File: src/rtl/uart_pkg.sv
// Shared constants and FSM state encodings for the 8N1 UART.
package uart_pkg;

  localparam int OVERSAMPLE = 16;
  localparam int MID_SAMPLE = 8;
  localparam int DATA_BITS  = 8;

  typedef enum logic [1:0] {TX_IDLE, TX_START, TX_DATA, TX_STOP} txState_t;
  typedef enum logic [1:0] {RX_IDLE, RX_START, RX_DATA, RX_STOP} rxState_t;

endpackage

File: src/rtl/uart_baud_gen.sv
// Fractional baud generator producing a one-cycle tick at 16x the bit rate.
module uart_baud_gen (
  input  logic        clock,
  input  logic        reset,
  input  logic [11:0] baud_freq,
  input  logic [15:0] baud_limit,
  output logic        baud_clk
);

  logic [15:0] counter;

  // Tick is registered so it stays low on the cycle after reset even when baud_limit is 0.
  always_ff @(posedge clock) begin
    if (reset) begin
      counter  <= '0;
      baud_clk <= 1'b0;
    end else if (counter >= baud_limit) begin
      counter  <= counter - baud_limit;
      baud_clk <= 1'b1;
    end else begin
      counter  <= counter + {4'd0, baud_freq};
      baud_clk <= 1'b0;
    end
  end

endmodule

File: src/rtl/uart_top_8n1.sv
// 8N1 UART with independent transmitter and receiver sharing one baud tick.
// Define UART_RX_STOP_CHECK_EN to discard received bytes whose stop bit reads 0.
module uart_top_8n1
  import uart_pkg::*;
#(
  parameter int RX_SYNC_STAGES = 2
) (
  input  logic        clock,
  input  logic        reset,
  input  logic        ser_in,
  output logic        ser_out,
  input  logic [7:0]  tx_data,
  input  logic        new_tx_data,
  output logic        tx_busy,
  output logic [7:0]  rx_data,
  output logic        new_rx_data,
  input  logic [11:0] baud_freq,
  input  logic [15:0] baud_limit,
  output logic        baud_clk
);

  localparam logic [3:0] LAST_TICK = 4'(OVERSAMPLE - 1);
  localparam logic [3:0] MID_TICK  = 4'(MID_SAMPLE - 1);
  localparam logic [2:0] LAST_BIT  = 3'(DATA_BITS - 1);

  txState_t txState;
  logic [7:0] txShift;
  logic [3:0] txTick;
  logic [2:0] txBitCnt;
  logic       txWait;

  rxState_t rxState;
  logic [RX_SYNC_STAGES-1:0] rxSync;
  logic       rxIn;
  logic [7:0] rxShift;
  logic [3:0] rxTick;
  logic [2:0] rxBitCnt;

  uart_baud_gen baudGen (
    .clock      (clock),
    .reset      (reset),
    .baud_freq  (baud_freq),
    .baud_limit (baud_limit),
    .baud_clk   (baud_clk)
  );

  // txWait holds the line idle until the first tick after acceptance starts the frame.
  always_ff @(posedge clock) begin
    if (reset) begin
      txState  <= TX_IDLE;
      txShift  <= '0;
      txTick   <= '0;
      txBitCnt <= '0;
      txWait   <= 1'b0;
      ser_out  <= 1'b1;
      tx_busy  <= 1'b0;
    end else begin
      case (txState)
        TX_IDLE: begin
          ser_out <= 1'b1;
          if (new_tx_data && !tx_busy) begin
            txShift <= tx_data;
            tx_busy <= 1'b1;
            txWait  <= 1'b1;
            txTick  <= '0;
            txState <= TX_START;
          end
        end
        TX_START: if (baud_clk) begin
          if (txWait) begin
            txWait  <= 1'b0;
            ser_out <= 1'b0;
            txTick  <= '0;
          end else begin
            txTick <= txTick + 4'd1;
            if (txTick == LAST_TICK) begin
              ser_out  <= txShift[0];
              txShift  <= {1'b0, txShift[7:1]};
              txBitCnt <= '0;
              txState  <= TX_DATA;
            end
          end
        end
        TX_DATA: if (baud_clk) begin
          txTick <= txTick + 4'd1;
          if (txTick == LAST_TICK) begin
            if (txBitCnt == LAST_BIT) begin
              ser_out <= 1'b1;
              txState <= TX_STOP;
            end else begin
              ser_out  <= txShift[0];
              txShift  <= {1'b0, txShift[7:1]};
              txBitCnt <= txBitCnt + 3'd1;
            end
          end
        end
        TX_STOP: if (baud_clk) begin
          txTick <= txTick + 4'd1;
          if (txTick == LAST_TICK) begin
            tx_busy <= 1'b0;
            txState <= TX_IDLE;
          end
        end
        default: txState <= TX_IDLE;
      endcase
    end
  end

  assign rxIn = rxSync[RX_SYNC_STAGES-1];

  // Receiver: find mid-start, then sample every OVERSAMPLE ticks from there.
  always_ff @(posedge clock) begin
    if (reset) begin
      rxSync      <= '1;
      rxState     <= RX_IDLE;
      rxShift     <= '0;
      rxTick      <= '0;
      rxBitCnt    <= '0;
      rx_data     <= '0;
      new_rx_data <= 1'b0;
    end else begin
      rxSync      <= {rxSync[RX_SYNC_STAGES-2:0], ser_in};
      new_rx_data <= 1'b0;
      case (rxState)
        RX_IDLE: if (!rxIn) begin
          rxTick  <= '0;
          rxState <= RX_START;
        end
        RX_START: if (baud_clk) begin
          rxTick <= rxTick + 4'd1;
          if (rxTick == MID_TICK) begin
            rxTick   <= '0;
            rxBitCnt <= '0;
            rxState  <= rxIn ? RX_IDLE : RX_DATA;
          end
        end
        RX_DATA: if (baud_clk) begin
          rxTick <= rxTick + 4'd1;
          if (rxTick == LAST_TICK) begin
            rxShift  <= {rxIn, rxShift[7:1]};
            rxBitCnt <= rxBitCnt + 3'd1;
            if (rxBitCnt == LAST_BIT) rxState <= RX_STOP;
          end
        end
        RX_STOP: if (baud_clk) begin
          rxTick <= rxTick + 4'd1;
          if (rxTick == LAST_TICK) begin
            rxState <= RX_IDLE;
`ifdef UART_RX_STOP_CHECK_EN
            if (rxIn) begin
              rx_data     <= rxShift;
              new_rx_data <= 1'b1;
            end
`else
            rx_data     <= rxShift;
            new_rx_data <= 1'b1;
`endif
          end
        end
        default: rxState <= RX_IDLE;
      endcase
    end
  end

endmodule

File: config.mk
export PLATFORM = sky130hd
export DESIGN_NAME = uart_top_8n1
export DESIGN_NICKNAME = d
export VERILOG_FILES = /design/src/rtl/uart_pkg.sv /design/src/rtl/uart_baud_gen.sv /design/src/rtl/uart_top_8n1.sv
export SDC_FILE = /design/constraint.sdc
export NUM_CORES = 1
export LEC_CHECK = 0
export ABC_AREA = 1
export CAP_MARGIN = 30
export CORE_MARGIN = 2
export CORE_UTILIZATION = 50
export CTS_BUF_LIST = sky130_fd_sc_hd__clkbuf_2
export CTS_CLUSTER_DIAMETER = 60
export DETAILED_ROUTE_END_ITERATION = 7
export PLACE_DENSITY = 0.72
export SLEW_MARGIN = 5
export SYNTH_ARGS = -nofsm -noshare
export SYNTH_HDL_FRONTEND = slang
export SYNTH_HIERARCHICAL = 1
export SYNTH_SLANG_ARGS = --single-unit
export TNS_END_PERCENT = 30
File: constraint.sdc
create_clock -name clock -period 3.2 [get_ports clock]
set_input_delay 0.48 -clock clock [delete_from_list [all_inputs] [get_ports clock]]
set_output_delay 0.48 -clock clock [all_outputs]
set_load 0.02 [all_outputs]
==> flow_metrics.tcl <==
set metrics [dict create \
    crit_buf_inv 1 \
    clock_sinks 65 \
    max_cap_viol_count 0 \
    pre_cts_ws_ns 0.643 \
    detail_route.wl_per_cell_um 11.7 \
    numPortBuffers 51 \
    cts_hold_buf 0 \
    fp.dieArea_sq_mm 0.0106 \
    hold-path-endpoint "rxSync[1]" \
    finalHoldViolCount 0 \
    post-dp-hpwl_um 9210 \
    hold_class "reg2reg" \
    drv_slew 0 \
    ys_types 42 \
    synth.most_common_cell "nand2_1" \
    min_from "rxSync[0]" \
    synth_ff_type "dfxtp_1" \
    clockRootBuffer "clkbuf_2" \
    min_period_ns 2.12 \
    n_fill_cell 967 \
    route.met2.wl_um 5990 \
    path_cells "clkdlybuf4s50_1" \
    status "finished, final reports clean" \
    path_delay_family "buffers and inverters" \
    core_sq_mm 0.00964 \
    syn_area_sq_mm 0.00492 \
    wl_um 11400 \
    rrSetupSlack_ns 1.17 \
    grt_antenna_before_repair 0 \
    cts_resized 0 \
    slowest_stage "clkdlybuf4s50_1" \
    cp-end-kind "output port" \
    die_width_um 103 \
    dr_total_vias 4690 \
    multi_input_area_sq_mm 0.00309 \
    crit_arrival_ns 1.64 \
    numCtsBuffers 9 \
    drive_above_1_share_pct 7.19 \
    synth_xor_area_share_pct 2.67 \
    tightest_slew_ns 0.424 \
    drt-met1-wl_um 5040 \
    synth_seq_cells 65 \
    n_antenna_cell 0 \
    r2r_cells 12 \
    synth_compound_area_share_pct 10.1 \
    irDropWorstVdd_mv 0.334 \
    drt_pre_antenna_iters 4 \
    regArea_sq_mm 0.00130 \
    start_util_pct 51.0 \
    synth_edf_count 0 \
    fin_util_pct 58.6 \
    powerDensity_mw_per_mm2 759 \
    fin_nets 913 \
    rsz0062_at_grt "no" \
    grt_pass1_wl_um 19300 \
    drtIter0Drc 177 \
    worst-setup-path-type "reg2out" \
    leakage_nw 2.98 \
    clockBufferDepth 2 \
    grt_max_degree 35 \
    synth.area.mux_share_pct 0 \
    synth.avg_cell_area_sq_um 6.35 \
    highest-signal-layer "met4" \
    worst_setup_path_start_kind "register" \
    route.met3.wl_um 246 \
    cp_slowest_stage_delay_ns 0.66 \
    yosys-top-cells-area "dfxtp_1 (26%), nand2_1 (17%), ha_1 (10%)" \
    relSlewSlack_pct 71.7 \
    critPathRequiredTime_ns 2.72 \
    synth_top_family_by_area "simple AND/OR/NAND/NOR gates" \
    grtUsageTotal_pct 23.0 \
    max_freq_mhz 471 \
    routed_via_density 4.85 \
    post-cts-setup-buffers 0 \
    synth_nets 857 \
    async_reset_ff_share_pct 0 \
    num_io_pins 52 \
    fin_crit_sh_pct 66.3 \
    synth_adder_area_share_pct 11.2 \
    synthesis.instances 774 \
    cts_tree "built" \
    cts_max_level 3 \
    yosysSeqAreaShare_pct 26.5 \
    syn2layout_area_growth_pct 14.9 \
    power_w 0.00428 \
    clock_latency_ns 0.50 \
    grt_pass1_vias 4521 \
    overflow 0 \
    synth_commonest_cells "nand2_1 (227), inv_1 (119), nor2_1 (106)" \
    num_rows 36 \
    yosys.area_share.simple_pct 38.8 \
    rr_startpoint "baudGen/counter[0]" \
    clk_pin_slew_ns 0.17 \
    yosys_warnings 6 \
    setup_slack_ns 1.08 \
    yosysTopAreaCell "dfxtp_1" \
    setup_viol_count_final 0 \
    cp_max_fo 6 \
    clock_skew_ns 0.0172 \
    synth.top_cell.area_share_pct 26.5 \
    fp.dieH_um 103 \
    drc_errors 0 \
    ant_nets 0 \
    tns_ns 0 \
    gp_congestion 0.931 \
    worstReg2RegEnd "baudGen/counter[11]" \
    hold_depth 1 \
]
==> per-stage QoR <==
stage	instance area (sq um)	std cells	hold WS, ns
after global placement	5550	952	0.394
after floorplan	4920	774	0.389
after global routing	5650	967	0.465
after CTS	5650	967	0.436
after detailed placement	5550	952	0.397
final	5650	967	0.436
==> report_power, final <==
part | internal [W] | total [W] | switching, W
clock | 0.000172 | 0.000454 | 0.000282
sequential | 0.00100 | 0.00116 | 0.000158
combinational | 0.000979 | 0.00267 | 0.00169
total | 0.00215 | 0.00428 | 0.00213
==> how the worst max path moves through the flow <==
stage                                 from                  end  slack (ns)  depth (start not counted)
after floorplan              baud_limit[0]  baudGen/counter[10]        1.19                         12
after global placement       baud_limit[0]  baudGen/counter[15]        0.73                         12
after detailed placement     baud_limit[5]  baudGen/counter[13]        0.64                         12
after CTS                 baudGen/baud_clk             baud_clk        1.00                          1
after global routing      baudGen/baud_clk             baud_clk        0.92                          1
final                     baudGen/baud_clk             baud_clk        1.08                          1
==> kinds of logic (layout without fill, tap and decap cells) <==
kind of cell,count (synthesis),after routing
AOI/OAI and AO/OA,90,90
adders and majority gates,43,43
and+or+nand+nor,429,429
DFF,65,65
buffers and inverters,132,192
xor gates and xnor gates,15,15
==> layer usage <==
layer  global-route usage (%)  vias up
met5                        0        -
met4                     7.39        0
met3                     4.54       10
met2                     44.1       65
met1                     25.1     2078
li1                         -     2537
==> cell usage in the layout, fill, tap and decap left out, types with 7 or more instances in the layout <==
cell / netlist / layout
nand2_1: 227 / 227
inv_1: 119 / 119
nor2_1: 106 / 106
dfxtp_1: 65 / 65
clkdlybuf4s50_1: 0 / 51
o21ai_0: 44 / 44
ha_1: 41 / 41
nand3_1: 34 / 34
a21oi_1: 33 / 33
xor2_1: 12 / 12
nand3b_1: 10 / 10
clkbuf_2: 0 / 10
nand4_1: 9 / 9
nor3_1: 7 / 7
nand2_2: 7 / 7
==> registers in the layout, summed over array words and instances, names as in the netlist, named ones only <==
register	count
txWait	1
txShift	8
new_rx_data	1
baudGen/counter	16
txBitCnt	3
txTick	4
txState	2
rxShift	8
rx_data	8
ser_out	1
rxState	1
tx_busy	1
rxTick	4
rxBitCnt	3
rxSync	2
baudGen/baud_clk	1
==> area by class of cell <==
cell class / count / area share, %
multi-input combinational: 577 / 54.7
sequential: 65 / 23.0
timing repair buffer: 53 / 9.30
inverter: 124 / 8.31
tap: 133 / 2.95
clock buffer: 10 / 0.886
clock inverter: 5 / 0.842
No activity file was read; power rests on OpenSTA's default activity.
